File: config.mk
export PLATFORM = sky130hd
export DESIGN_NAME = mem_port_arbiter
export DESIGN_NICKNAME = d
export VERILOG_FILES = /design/src/rtl/mem_port_arbiter.sv
export SDC_FILE = /design/constraint.sdc
export NUM_CORES = 1
export LEC_CHECK = 0
export ABC_CLOCK_PERIOD_IN_PS = 12800
export CAP_MARGIN = 40
export CORE_MARGIN = 8
export CORE_UTILIZATION = 40
export DETAILED_ROUTE_END_ITERATION = 7
export PLACE_DENSITY = 0.75
export SYNTH_ARGS = -nofsm -noshare
export SYNTH_HDL_FRONTEND = slang
export SYNTH_SLANG_ARGS = --single-unit
File: constraint.sdc
create_clock -name clk -period 12.8 [get_ports clk]
set_input_delay 2.56 -clock clk [delete_from_list [all_inputs] [get_ports clk]]
set_output_delay 2.56 -clock clk [all_outputs]
set_load 0.02 [all_outputs]
File: src/rtl/mem_port_arbiter.sv
// Arbitrates one single-ported unified memory between instruction fetch and data access.
// Data has fixed priority; a watchdog aborts a service that never sees MemReady.
module mem_port_arbiter #(
    parameter int TIMEOUT = 255,
    parameter int CNT_W   = 8
) (
    input  logic        clk,
    input  logic        reset,
    input  logic        IReqF,
    input  logic [31:0] IAddrF,
    output logic [31:0] IRdataF,
    output logic        IDoneF,
    input  logic        DReqM,
    input  logic        DWeM,
    input  logic [31:0] DAddrM,
    input  logic [31:0] DWdataM,
    output logic [31:0] DRdataM,
    output logic        DDoneM,
    output logic        MemReq,
    output logic        MemWe,
    output logic [31:0] MemAddr,
    output logic [31:0] MemWdata,
    input  logic [31:0] MemRdata,
    input  logic        MemReady,
    output logic        StallIF,
    output logic        StallMem,
    output logic        MemErr
);

    typedef enum logic [1:0] {IDLE, SERV_I, SERV_D} state_t;

    state_t           state, state_nxt;
    logic [CNT_W-1:0] wdog;
    logic             elig_i, elig_d;
    logic             fin_ok, fin_to;

    // A request whose Done pulse is out this cycle is still high but already served.
    assign elig_i   = IReqF & ~IDoneF;
    assign elig_d   = DReqM & ~DDoneM;
    assign StallIF  = IReqF & ~IDoneF;
    assign StallMem = DReqM & ~DDoneM;

    always_comb begin
        state_nxt = state;
        fin_ok    = 1'b0;
        fin_to    = 1'b0;
        case (state)
            IDLE: begin
                if (elig_d)
                    state_nxt = SERV_D;
                else if (elig_i)
                    state_nxt = SERV_I;
            end
            SERV_I, SERV_D: begin
                // MemReady wins over a timeout landing on the same edge.
                if (MemReady) begin
                    fin_ok    = 1'b1;
                    state_nxt = IDLE;
                end else if (wdog == CNT_W'(TIMEOUT - 1)) begin
                    fin_to    = 1'b1;
                    state_nxt = IDLE;
                end
            end
            default: state_nxt = IDLE;
        endcase
    end

    always_ff @(posedge clk or posedge reset) begin
        if (reset) begin
            state    <= IDLE;
            wdog     <= '0;
            MemReq   <= 1'b0;
            MemWe    <= 1'b0;
            MemAddr  <= '0;
            MemWdata <= '0;
            IRdataF  <= '0;
            DRdataM  <= '0;
            IDoneF   <= 1'b0;
            DDoneM   <= 1'b0;
            MemErr   <= 1'b0;
        end else begin
            state  <= state_nxt;
            IDoneF <= 1'b0;
            DDoneM <= 1'b0;
            if (state == IDLE) begin
                wdog <= '0;
                if (state_nxt == SERV_D) begin
                    MemReq   <= 1'b1;
                    MemWe    <= DWeM;
                    MemAddr  <= DAddrM;
                    MemWdata <= DWdataM;
                end else if (state_nxt == SERV_I) begin
                    MemReq   <= 1'b1;
                    MemWe    <= 1'b0;
                    MemAddr  <= IAddrF;
                    MemWdata <= '0;
                end
            end else if (fin_ok || fin_to) begin
                MemReq <= 1'b0;
                wdog   <= '0;
                if (state == SERV_I) begin
                    IDoneF  <= 1'b1;
                    IRdataF <= fin_ok ? MemRdata : 32'h0;
                end else begin
                    DDoneM <= 1'b1;
                    // A store leaves the load-data register untouched.
                    if (!MemWe)
                        DRdataM <= fin_ok ? MemRdata : 32'h0;
                end
                if (fin_to)
                    MemErr <= 1'b1;
            end else begin
                wdog <= wdog + CNT_W'(1);
            end
        end
    end

endmodule
==> results of run 1 <==
[how the worst min path moves through the flow]
stage	startpoint	end	slack [ns]	cells past startpoint
5_1_grt	MemWdata[28]$_DFFE_PP0P_	MemWdata[28]$_DFFE_PP0P_	0.49	2
3_5_place_dp	MemErr$_DFFE_PP0P_	MemErr$_DFFE_PP0P_	0.47	1
2_1_floorplan	wdog[0]$_DFF_PP0_	wdog[0]$_DFF_PP0_	0.50	1
4_1_cts	MemAddr[30]$_DFFE_PP0P_	MemAddr[30]$_DFFE_PP0P_	0.48	2
6_report	MemWdata[10]$_DFFE_PP0P_	MemWdata[10]$_DFFE_PP0P_	0.47	2
3_3_place_gp	MemErr$_DFFE_PP0P_	MemErr$_DFFE_PP0P_	0.46	1
[report_power, final]
part           internal [mW]  total [mW]  leakage (nW)  switching (mW)
sequential             0.584       0.658          1.62          0.0734
combinational          0.473        1.14          2.66           0.664
clock                  0.329       0.508         0.292           0.179
total                   1.39        2.30          4.57           0.916
[cell type report]
type                    instances  share of cell area (%)
well taps                     220                    2.74
clock inverters                 7                    1.34
repair buffers                279                    27.9
diodes                          1                  0.0249
clock buffers                  24                    4.59
multi-input cells             410                    25.0
flip-flops and latches        143                    35.6
inverters                      72                    2.74
[cell families (layout without fill, tap and decap cells)]
group	Yosys count	count (layout)	share of synthesized area, %
DFF	143	143	54.4
and+or+nand+nor	186	186	14.1
muxes	32	32	4.87
adders and majority gates	8	8	1.52
other	0	1	0
xor gates and xnor gates	3	3	0.400
AOI/OAI and AO/OA	181	181	17.0
buffers and inverters	126	382	7.65
[worst reg2reg max path, cell delays in order, from the launching register on]
cell and delay, ns:
sky130_fd_sc_hd__dfrtp_1 0.38, sky130_fd_sc_hd__inv_1 0.09, sky130_fd_sc_hd__ha_1 0.28, sky130_fd_sc_hd__buf_4 0.43, sky130_fd_sc_hd__o211ai_1 0.28, sky130_fd_sc_hd__o32ai_1 0.46, sky130_fd_sc_hd__ha_2 0.40, sky130_fd_sc_hd__buf_4 0.47
sky130_fd_sc_hd__mux2i_1 0.33, sky130_fd_sc_hd__o21ai_0 0.11
[through the flow]
step                power (mW)  hold WS [ns]  utilization (%)
floorplan                 1.37         0.501                -
global placement          1.77         0.458             57.5
detailed placement        1.82         0.466             57.8
CTS                       2.33         0.481             61.5
global route              2.46         0.494             61.5
finish                    2.30         0.475             61.5
[cell usage in the layout, fill, tap and decap left out, drive strengths merged, types with 2 or more instances in the layout]
cell type      instances
and4b                  2
clkinv                 3
nor2                   2
nor2b                  2
a211oi                 5
dfrtp                143
mux2i                 32
bufinv                 4
inv                   72
buf                   11
clkbuf                24
a221oi                 4
nand3                  5
clkdlybuf4s50        268
nand2b                35
or3                    3
nand4                 34
ha                     8
o211ai                33
nand2                100
o21ai                101
a22oi                 32
xor2                   2
[sequential cells by signal (all words and copies together), names as in the netlist]
signal / flops
DDoneM: 1
IDoneF: 1
wdog: 8
MemAddr: 32
MemErr: 1
MemWdata: 32
IRdataF: 32
MemWe: 1
DRdataM: 32
MemReq: 1
state: 2
[layer usage]
layer | share of wire [%] | global-route usage (%) | up-vias
met5 | 0 | 0 | -
li1 | - | - | 2821
met4 | 1.7 | 6.79 | 0
met2 | 50 | 32.9 | 179
met1 | 41 | 24.4 | 2734
met3 | 7.3 | 6.11 | 25
[synthesized netlist by cell type (8+ instances only)]
| library cell | number | area share, % |
|---|---|---|
| sky130_fd_sc_hd__o21ai_0 | 100 | 7.6 |
| sky130_fd_sc_hd__dfrtp_1 | 143 | 54 |
| sky130_fd_sc_hd__a22oi_1 | 32 | 3.7 |
| sky130_fd_sc_hd__ha_1 | 8 | 1.5 |
| sky130_fd_sc_hd__nand2_1 | 100 | 5.7 |
| sky130_fd_sc_hd__nand2b_1 | 35 | 3.3 |
| sky130_fd_sc_hd__nand4_1 | 34 | 3.2 |
| sky130_fd_sc_hd__mux2i_1 | 32 | 4.9 |
| sky130_fd_sc_hd__o211ai_1 | 33 | 3.8 |
| sky130_fd_sc_hd__buf_2 | 21 | 1.6 |
| sky130_fd_sc_hd__inv_1 | 72 | 4.1 |
| sky130_fd_sc_hd__clkbuf_1 | 31 | 1.8 |
==> impl_summary.txt, run 1 <==
----------------------------------------------------
[Status]
  Result of the run ... complete, no violations

[Setup path]
  CP max FO ... 3
  Worst reg2reg path startpoint ... state[0]$_DFF_PP0_
  End of the critical path ... StallIF
  Cell count of the worst reg-to-reg path ... 9
  Worst path slowest cell ... sky130_fd_sc_hd__clkdlybuf4s50_1
  Cell type with the highest occurrence count on the critical path ... sky130_fd_sc_hd__clkdlybuf4s50_1
  Arrival time worst endpoint ... 3.96 ns
  WP data required ... 10.24 ns
  Cells along the critical path ... clkdlybuf4s50_1 > nor2b_1 > clkdlybuf4s50_1
  Setup crit end kind ... output port
  Critical path buffers and inverters ... 2
  CP Depth ... 3
  CP top delay family ... buffers and inverters
  Startpoint of the most critical setup path ... IReqF
  Type of the setup path with the least slack ... in2out
  Register-to-register path setup slack ... 9.42 ns
  Maximum cell stage delay along the critical path ... 0.68 ns
  FF-to-FF End ... MemAddr[19]$_DFFE_PP0P_
  Critical Path Start Type ... primary input

[Routing]
  Number of design-rule violations left by the first detailed-router iteration ... 302
  Detailed-route DRC error count ... 0
  Vias/cell ... 4.98
  WL per Instance ... 18.1 µm
  Detail Route Antenna Nets ... 0
  Wire length after detailed routing ... 21000 µm
  Via count ... 5759
  Detailed-routing iteration count for the pre-antenna-repair pass ... 4

[STA]
  Fin Setup TNS ... 0 ns
  Worst relative slew slack ... 50.1%
  Number of failing hold endpoints at the final stage ... 0
  Max Clk Rate ... 153 MHz
  Final Max Tran Viols ... 0
  Setup repair after global routing missed its margin ... false
  Fin crit share ... 50.9%
  Clock period minus worst slack ... 6.52 ns
  Worst Max-Slew Pin Slew ... 0.749 ns
  Setup Skew ... 0.00994 ns
  Setup WS post-layout ... 6.28 ns
  Number of endpoints failing setup at the final stage ... 0

[Clock network]
  Post-CTS Hold Fix Bufs ... 0
  Total clock sinks ... 143
  Clock-pin slew reported for the worst setup and hold paths after clock tree synthesis ... 0.05 ns
  Maximum count of clock buffers along a single path ... 2
  Post-CTS setup buffer count ... 0
  Count of instances resized after the clock tree is built ... 0
  Clk Tree Root Cell ... sky130_fd_sc_hd__clkbuf_16
  Number of buffers added by the clock tree synthesis step ... 17
  CTS tree ... done
  Worst-Skew Late Latency ... 0.41 ns
  H-tree lvl count ... 4

[Synthesis]
  Mean Syn Cell Area ... 9.69 µm²
  Proportion of synthesized flip-flops having asynchronous set or reset ... 100%
  Post-synthesis sequential area ratio ... 54.4%
  Ys flop type ... sky130_fd_sc_hd__dfrtp_1
  Warnings from Yosys ... 0
  Number of library cell types mapped by synthesis ... 33
  Mapped Cells ... 679
  Number of storage elements in the synthesis netlist ... 143
  Synth Net Count ... 821
  Post-synth design cell area ... 0.00658 mm²
  Number of synthesized flops with an enable pin ... 0

[Layout]
  Final instance area ... 0.0100 mm²
  Synthesis-to-finish area growth ... 52.8%
  Area of combinational cells with multiple inputs ... 0.00252 mm²
  Seq. cell area ... 0.00358 mm²
  Final Net Count ... 1065
  Number of filler instances in the final layout ... 1415
  Share of final-layout standard cells stronger than drive strength 1 ... 4.39%
  Cell Count, Final, Fillers Out ... 1156

[Placed design]
  Setup Slack @ Placement ... 6.24 ns
  Post-Place Cells ... 1124
  Port bufs ... 268
  Final RePlAce weighted congestion ... 0.784
  Total placed instance area ... 0.00945 mm²
  Half-perimeter wire length of the detailed placement result ... 15100 µm

[Die]
  Total Die Area ... 0.0208 mm²
  Initial standard-cell utilization of the core ... 40.2%
  # IOs ... 269
  Vertical die dimension ... 144 µm
  Placeable core region ... 0.0163 mm²
  Width of the chip ... 144 µm
  Count of standard-cell rows ... 47

[Power and ir drop]
  Max VDD drop ... 0.000146 V
  Static leakage power ... 4.57 nW
  Power density over cell area ... 229 mW/mm²

[GRT]
  Antenna violations before repair ... 0
  Wire length of the first global-routing pass ... 32000 µm
  Vias in the first global route ... 5689
  Global routing usage summed across all routing layers ... 19.9%
  Maximum number of pins on one net before global-route repair ... 88
  Residual overflow from global routing ... 0

[Min path]
  Hold Crit Class ... reg2reg

[Run]
  Reported max-cap violation count ... 0

----------------------------------------------------
Power figures use the tool's default switching activity.
==> inputs of run 2 (changes only) <==
- ABC_CLOCK_PERIOD_IN_PS: 12800 -> 5600
- CORE_UTILIZATION: 40 -> 39
- PLACE_DENSITY: 0.75 -> 0.77
- clock period: 12.8 -> 5.6 ns (I/O delays scaled with it)
==> run 2 against run 1 <==
Effect of this change:
- sequential cell count is the same
- highest routed layer unchanged
- worst setup slack lost 4.3 ns
- sequential share of layout area decreased by 0.37 points
- clock-buffer cell count down 5
- clock skew rose by 0.0016 ns
- routed wire length grew 1.4%
==> impl_summary.txt, run 2 (same netlist as run 1, synthesis figures left out) <==
----------------------------------------------------
[Setup path]
  CP max FO ... 3 (unchanged)
  FF-to-FF End ... MemAddr[26]$_DFFE_PP0P_ (was MemAddr[19]$_DFFE_PP0P_)
  WP data required ... 4.48 ns (was 10.24 ns)
  Critical Path Start Type ... primary input (unchanged)
  Arrival time worst endpoint ... 2.45 ns (was 3.96 ns)
  Worst reg2reg path startpoint ... state[0]$_DFF_PP0_ (unchanged)
  Type of the setup path with the least slack ... in2out (unchanged)
  Cell count of the worst reg-to-reg path ... 10 (was 9)
  Register-to-register path setup slack ... 2.15 ns (was 9.42 ns)
  Setup crit end kind ... output port (unchanged)

[STA]
  Fin crit share ... 63.8%
  Setup repair after global routing missed its margin ... false (unchanged)
  Number of endpoints failing setup at the final stage ... 0 (unchanged)
  Setup Skew ... 0.0116 ns (was 0.00994 ns)
  Fin Setup TNS ... 0 ns (unchanged)
  Number of failing hold endpoints at the final stage ... 0 (unchanged)
  Worst Max-Slew Pin Slew ... 0.781 ns (was 0.749 ns)
  Max Clk Rate ... 280 MHz
  Final Max Tran Viols ... 0 (unchanged)
  Worst relative slew slack ... 47.9% (was 50.1%)
  Clock period minus worst slack ... 3.57 ns

[Routing]
  Detailed-routing iteration count for the pre-antenna-repair pass ... 5 (was 4)
  Via count ... 5755 (was 5759)
  WL per Instance ... 18.4 µm (was 18.1 µm)
  Detailed-route DRC error count ... 0 (unchanged)
  Wire length after detailed routing ... 21300 µm (was 21000 µm)
  Detail Route Antenna Nets ... 0 (unchanged)
  Number of design-rule violations left by the first detailed-router iteration ... 408 (was 302)
  Vias/cell ... 4.98 (about the same)

[Run]
  Reported max-cap violation count ... 0 (unchanged)

[Clock network]
  Clock-pin slew reported for the worst setup and hold paths after clock tree synthesis ... 0.05 ns (about the same)
  Count of instances resized after the clock tree is built ... 0 (unchanged)
  H-tree lvl count ... 4 (unchanged)
  Worst-Skew Late Latency ... 0.41 ns (about the same)
  Maximum count of clock buffers along a single path ... 2 (unchanged)
  Clk Tree Root Cell ... sky130_fd_sc_hd__clkbuf_16 (unchanged)
  Post-CTS setup buffer count ... 0 (unchanged)
  Post-CTS Hold Fix Bufs ... 0 (unchanged)
  Number of buffers added by the clock tree synthesis step ... 17 (unchanged)
  Total clock sinks ... 143 (unchanged)
  CTS tree ... done (unchanged)

[Layout]
  Final Net Count ... 1065 (unchanged)
  Share of final-layout standard cells stronger than drive strength 1 ... 5.13% (was 4.39%)
  Leading cell type in the layout, fill and taps excluded ... sky130_fd_sc_hd__clkdlybuf4s50_1 (unchanged)
  ANT cells ... 0 (was 1)
  Cell Count, Final, Fillers Out ... 1156 (unchanged)
  Commonest cells after routing, fill and taps aside ... sky130_fd_sc_hd__clkdlybuf4s50_1, sky130_fd_sc_hd__dfrtp_1, sky130_fd_sc_hd__nand2_1, sky130_fd_sc_hd__o21ai_0, sky130_fd_sc_hd__inv_1 (unchanged)
  Synthesis-to-finish area growth ... 54.4% (was 52.8%)

[Placed design]
  Post-Place Cells ... 1124 (unchanged)
  Final RePlAce weighted congestion ... 0.788 (was 0.784)
  Port bufs ... 268 (unchanged)
  Half-perimeter wire length of the detailed placement result ... 15300 µm (was 15100 µm)

[GRT]
  Wire length of the first global-routing pass ... 33700 µm (was 32000 µm)
  Vias in the first global route ... 5967 (was 5689)
  Global routing usage summed across all routing layers ... 19.9% (about the same)
  Antenna violations before repair ... 0 (unchanged)
  Maximum number of pins on one net before global-route repair ... 84 (was 88)
  Residual overflow from global routing ... 0 (unchanged)

[Min path]
  Number of stages on the worst hold path ... 1 (was 2)
  Hold Crit Class ... reg2reg (unchanged)
  Origin of the worst min-delay path ... MemErr$_DFFE_PP0P_ (was MemWdata[10]$_DFFE_PP0P_)
  Min-Delay Endpoint ... MemErr$_DFFE_PP0P_ (was MemWdata[10]$_DFFE_PP0P_)

[Power and ir drop]
  Relative contribution of combinational cells to total power ... 47.7% (was 49.4%)
  Static leakage power ... 4.62 nW (was 4.57 nW)
  Internal portion of total power ... 3.34 mW (was 1.39 mW)
  Switching power total ... 2.13 mW (was 0.916 mW)
  Switching part of the total power ... 39.0% (was 39.8%)
  Power density over cell area ... 539 mW/mm² (was 229 mW/mm²)
  Max VDD drop ... 0.000405 V (was 0.000146 V)
  Clk pwr share ... 24.6% (was 22.1%)
  Seq pwr share ... 27.8% (was 28.6%)

[Die]
  Initial standard-cell utilization of the core ... 39.8% (was 40.2%)
  Vertical die dimension ... 146 µm (was 144 µm)
  Count of standard-cell rows ... 47 (unchanged)
  Total Die Area ... 0.0213 mm² (was 0.0208 mm²)
  Width of the chip ... 146 µm (was 144 µm)
  # IOs ... 269 (unchanged)
  Placeable core region ... 0.0165 mm² (was 0.0163 mm²)

[Status]
  Result of the run ... complete, no violations (unchanged)

----------------------------------------------------
==> run 2: cell types whose count changed in the layout (fill, tap and decap cells not counted), sizes merged <==
| cell | before | now |
|---|---|---|
| clkbuf | 24 | 19 |
| bufinv | 4 | 7 |
| clkinv | 3 | 6 |
| diode | 1 | 0 |
==> run 2: power by group through the flow <==
stage                     Sequential [mW]  Combinational [mW]  Clock, mW
after global placement               1.52                2.49          0
after detailed placement             1.53                2.63          0
after floorplan                      1.83                1.29          0
after CTS                            1.52                2.64       1.37
final                                1.52                2.61       1.34
after global routing                 1.56                2.86       1.41
==> run 2: worst max-delay path by stage <==
| stage | slack, ns | to | startpoint | cells past startpoint |
|---|---|---|---|---|
| 2_1_floorplan | 0.64 | DDoneM$_DFF_PP0_ | reset | 1 |
| 3_3_place_gp | 1.68 | MemAddr[4]$_DFFE_PP0P_ | MemReady | 7 |
| 3_5_place_dp | 1.85 | MemAddr[31]$_DFFE_PP0P_ | MemReady | 9 |
| 4_1_cts | 2.02 | StallIF | IReqF | 3 |
| 5_1_grt | 1.97 | StallIF | IReqF | 3 |
| 6_report | 2.03 | StallIF | IReqF | 3 |
==> run 2: per-stage QoR <==
step	worst slack (ns)	hold WS (ns)	utilization, %	instance area (µm²)	power [mW]
detailed placement	1.85	0.469	57.1	9440	4.16
finish	2.03	0.473	61.5	10200	5.47
CTS	2.02	0.483	61.5	10200	5.53
global route	1.97	0.503	61.5	10200	5.83
floorplan	0.642	0.501	-	6580	3.12
global placement	1.68	0.460	56.9	9400	4.01
==> run 2: area by class of cell <==
| cell class | instances | area, µm² |
|---|---|---|
| sequential | 143 | 3580 |
| clock buffer | 19 | 453 |
| tap | 220 | 275 |
| timing repair buffer | 279 | 2800 |
| multi-input combinational | 410 | 2520 |
| inverter | 72 | 275 |
| fill | 1356 | 6370 |
| clock inverter | 13 | 259 |
==> run 2: routing by layer <==
layer,track usage (%),wire length (µm),vias up
met5,0,0,-
met4,8.07,561,0
met3,4.85,954,28
met2,34.9,11300,144
met1,22.8,8410,2759
li1,-,-,2824
==> run 2: critical path, cell delays in order <==
cell	delay, ns
sky130_fd_sc_hd__clkdlybuf4s50_1	0.45
sky130_fd_sc_hd__nor2b_1	0.23
sky130_fd_sc_hd__clkdlybuf4s50_1	0.65
==> inputs of run 3 (changes only) <==
- ABC_CLOCK_PERIOD_IN_PS: 5600 -> 3500
- CORE_UTILIZATION: 39 -> 40
- PLACE_DENSITY: 0.77 -> 0.75
- clock period: 5.6 -> 3.5 ns (I/O delays scaled with it)
==> run 3 against run 2 <==
Effect of this change:
- clock skew about the same
- global-route usage up 0.65 points
- critical endpoint unchanged
- clock power up 48%
- critical path depth unchanged
- final area up 0.15%
- non-clock buffer count up 6
- routed wire length about the same
- combinational power up 62%
- cell count up 0.43%
- worst setup slack worse by 1.3 ns
- sequential power up 60%
- first-iteration DRC count down 30%
==> impl_summary.txt, run 3 (same netlist as run 1, synthesis figures left out) <==
----------------------------------------------------
[Status]
  Result of the run ... complete, no violations (unchanged)

[Routing]
  Detailed-routing iteration count for the pre-antenna-repair pass ... 4 (was 5)
  Detailed-route DRC error count ... 0 (unchanged)
  Detail Route Antenna Nets ... 0 (unchanged)
  Wire length after detailed routing ... 21300 µm (about the same)
  WL per Instance ... 18.3 µm (was 18.4 µm)
  Vias/cell ... 5.06 (was 4.98)
  Via count ... 5876 (was 5755)
  Number of design-rule violations left by the first detailed-router iteration ... 284 (was 408)

[Power and ir drop]
  Max VDD drop ... 0.000507 V (was 0.000405 V)
  Static leakage power ... 4.62 nW (about the same)
  Tot Pwr ... 8.64 mW (was 5.47 mW)
  Power density over cell area ... 849 mW/mm² (was 539 mW/mm²)

[STA]
  Fin Setup TNS ... 0 ns (unchanged)
  Setup Skew ... 0.0114 ns (was 0.0116 ns)
  Fin crit share ... 79.9%
  Worst Max-Slew Pin Slew ... 0.717 ns (was 0.781 ns)
  Max Clk Rate ... 358 MHz
  Setup WS post-layout ... 0.705 ns (was 2.03 ns)
  Number of endpoints failing setup at the final stage ... 0 (unchanged)
  Final Max Tran Viols ... 0 (unchanged)
  Worst relative slew slack ... 52.1% (was 47.9%)
  Worst hold margin ... 0.470 ns (was 0.473 ns)
  Clock period minus worst slack ... 2.79 ns
  Number of failing hold endpoints at the final stage ... 0 (unchanged)
  Setup repair after global routing missed its margin ... false (unchanged)

[Layout]
  Cell Count, Final, Fillers Out ... 1161 (was 1156)
  Share of final-layout standard cells stronger than drive strength 1 ... 5.43% (was 5.13%)
  Number of filler instances in the final layout ... 1411 (was 1356)
  Leading cell type in the layout, fill and taps excluded ... sky130_fd_sc_hd__clkdlybuf4s50_1 (unchanged)
  Commonest cells after routing, fill and taps aside ... sky130_fd_sc_hd__clkdlybuf4s50_1, sky130_fd_sc_hd__dfrtp_1, sky130_fd_sc_hd__nand2_1, sky130_fd_sc_hd__o21ai_0, sky130_fd_sc_hd__inv_1 (unchanged)
  Synthesis-to-finish area growth ... 54.6% (was 54.4%)
  Final Net Count ... 1071 (was 1065)

[Setup path]
  CP max FO ... 3 (unchanged)
  Cell type with the highest occurrence count on the critical path ... sky130_fd_sc_hd__clkdlybuf4s50_1 (unchanged)
  Worst reg2reg path startpoint ... state[1]$_DFF_PP0_ (was state[0]$_DFF_PP0_)
  CP Depth ... 3 (unchanged)
  Critical Path Start Type ... primary input (unchanged)
  FF-to-FF End ... MemWdata[4]$_DFFE_PP0P_ (was MemAddr[26]$_DFFE_PP0P_)
  Type of the setup path with the least slack ... in2out (unchanged)
  End of the critical path ... StallIF (unchanged)
  Arrival time worst endpoint ... 2.09 ns (was 2.45 ns)
  Cell count of the worst reg-to-reg path ... 10 (unchanged)
  Register-to-register path setup slack ... 0.79 ns (was 2.15 ns)
  Maximum cell stage delay along the critical path ... 0.71 ns (was 0.65 ns)
  Worst path slowest cell ... sky130_fd_sc_hd__clkdlybuf4s50_1 (unchanged)
  Critical path buffers and inverters ... 2 (unchanged)
  Startpoint of the most critical setup path ... IReqF (unchanged)
  Cells along the critical path ... clkdlybuf4s50_1 > nor2b_1 > clkdlybuf4s50_1 (unchanged)
  CP top delay family ... buffers and inverters (unchanged)
  Setup crit end kind ... output port (unchanged)
  WP data required ... 2.80 ns (was 4.48 ns)

[Clock network]
  H-tree lvl count ... 4 (unchanged)
  Count of instances resized after the clock tree is built ... 0 (unchanged)
  Post-CTS Hold Fix Bufs ... 0 (unchanged)
  Clk Tree Root Cell ... sky130_fd_sc_hd__clkbuf_16 (unchanged)
  Clock-pin slew reported for the worst setup and hold paths after clock tree synthesis ... 0.06 ns (was 0.05 ns)
  Number of buffers added by the clock tree synthesis step ... 17 (unchanged)
  Worst-Skew Late Latency ... 0.42 ns (was 0.41 ns)
  CTS tree ... done (unchanged)
  Post-CTS setup buffer count ... 0 (unchanged)
  Maximum count of clock buffers along a single path ... 2 (unchanged)
  Total clock sinks ... 143 (unchanged)

[Die]
  Initial standard-cell utilization of the core ... 40.2% (was 39.8%)
  Count of standard-cell rows ... 47 (unchanged)
  Vertical die dimension ... 144 µm (was 146 µm)
  Placeable core region ... 0.0163 mm² (was 0.0165 mm²)
  Total Die Area ... 0.0208 mm² (was 0.0213 mm²)
  Width of the chip ... 144 µm (was 146 µm)
  # IOs ... 269 (unchanged)

[GRT]
  Antenna violations before repair ... 0 (unchanged)
  Met1 Resource Use GR ... 25.6% (was 22.8%)
  Busiest grt layer ... met2 (unchanged)
  Global routing usage summed across all routing layers ... 20.6% (was 19.9%)
  Global-route track usage on met3 ... 6.34% (was 4.85%)
  Residual overflow from global routing ... 0 (unchanged)
  Vias in the first global route ... 5903 (was 5967)
  Met2 routing resource usage after global routing ... 33.2% (was 34.9%)
  Wire length of the first global-routing pass ... 33000 µm (was 33700 µm)
  Maximum number of pins on one net before global-route repair ... 65 (was 84)

[Placed design]
  Setup Slack @ Placement ... 0.346 ns (was 1.85 ns)
  Half-perimeter wire length of the detailed placement result ... 15500 µm (was 15300 µm)
  Port bufs ... 268 (unchanged)
  Final RePlAce weighted congestion ... 0.779 (was 0.788)
  Post-Place Cells ... 1130 (was 1124)

[Min path]
  Hold Crit Class ... reg2reg (unchanged)

[Run]
  Reported max-cap violation count ... 0 (unchanged)

----------------------------------------------------
-- run 3: cell types whose count changed in the layout (fill, tap and decap cells not counted), sizes merged --
cell and change:
buf +6, inv -1, diode +1, clkinv -4
clkinvlp +4, bufinv -2, clkbuf +1
-- run 3: layout make-up --
class | instances | area (µm²) | share of cell area (%)
repair buffers | 285 | 2880 | 28.3
flip-flops and latches | 143 | 3580 | 35.2
multi-input cells | 410 | 2520 | 24.7
inverters | 72 | 274 | 2.69
diodes | 1 | 2.50 | 0.0246
clock inverters | 10 | 186 | 1.83
clock buffers | 20 | 457 | 4.49
well taps | 220 | 275 | 2.71
-- run 3: power by group --
group          switching (mW)  leakage (nW)  internal (mW)  total (mW)
clock                   0.681         0.304           1.29        1.98
sequential              0.291          1.62           2.14        2.43
combinational            2.45          2.69           1.79        4.23
-- run 3: how the worst min path moves through the flow --
| stage | startpoint | endpoint | cells past startpoint |
|---|---|---|---|
| after detailed placement | MemErr$_DFFE_PP0P_ | MemErr$_DFFE_PP0P_ | 1 |
| final | MemErr$_DFFE_PP0P_ | MemErr$_DFFE_PP0P_ | 1 |
| after global placement | MemWdata[30]$_DFFE_PP0P_ | MemWdata[30]$_DFFE_PP0P_ | 2 |
| after global routing | MemErr$_DFFE_PP0P_ | MemErr$_DFFE_PP0P_ | 1 |
| after CTS | MemErr$_DFFE_PP0P_ | MemErr$_DFFE_PP0P_ | 1 |
| after floorplan | wdog[0]$_DFF_PP0_ | wdog[0]$_DFF_PP0_ | 1 |
-- run 3: layer usage --
layer	wire length [µm]	vias up
li1	-	2834
met1	8830	2819
met2	10400	200
met3	1610	23
met4	364	0
met5	0	-
-- run 3: through the flow --
step	cell area [µm²]	utilization (%)
2_1_floorplan	6580	-
3_3_place_gp	9500	58.1
3_5_place_dp	9520	58.3
4_1_cts	10200	62.2
5_1_grt	10200	62.2
6_report	10200	62.2
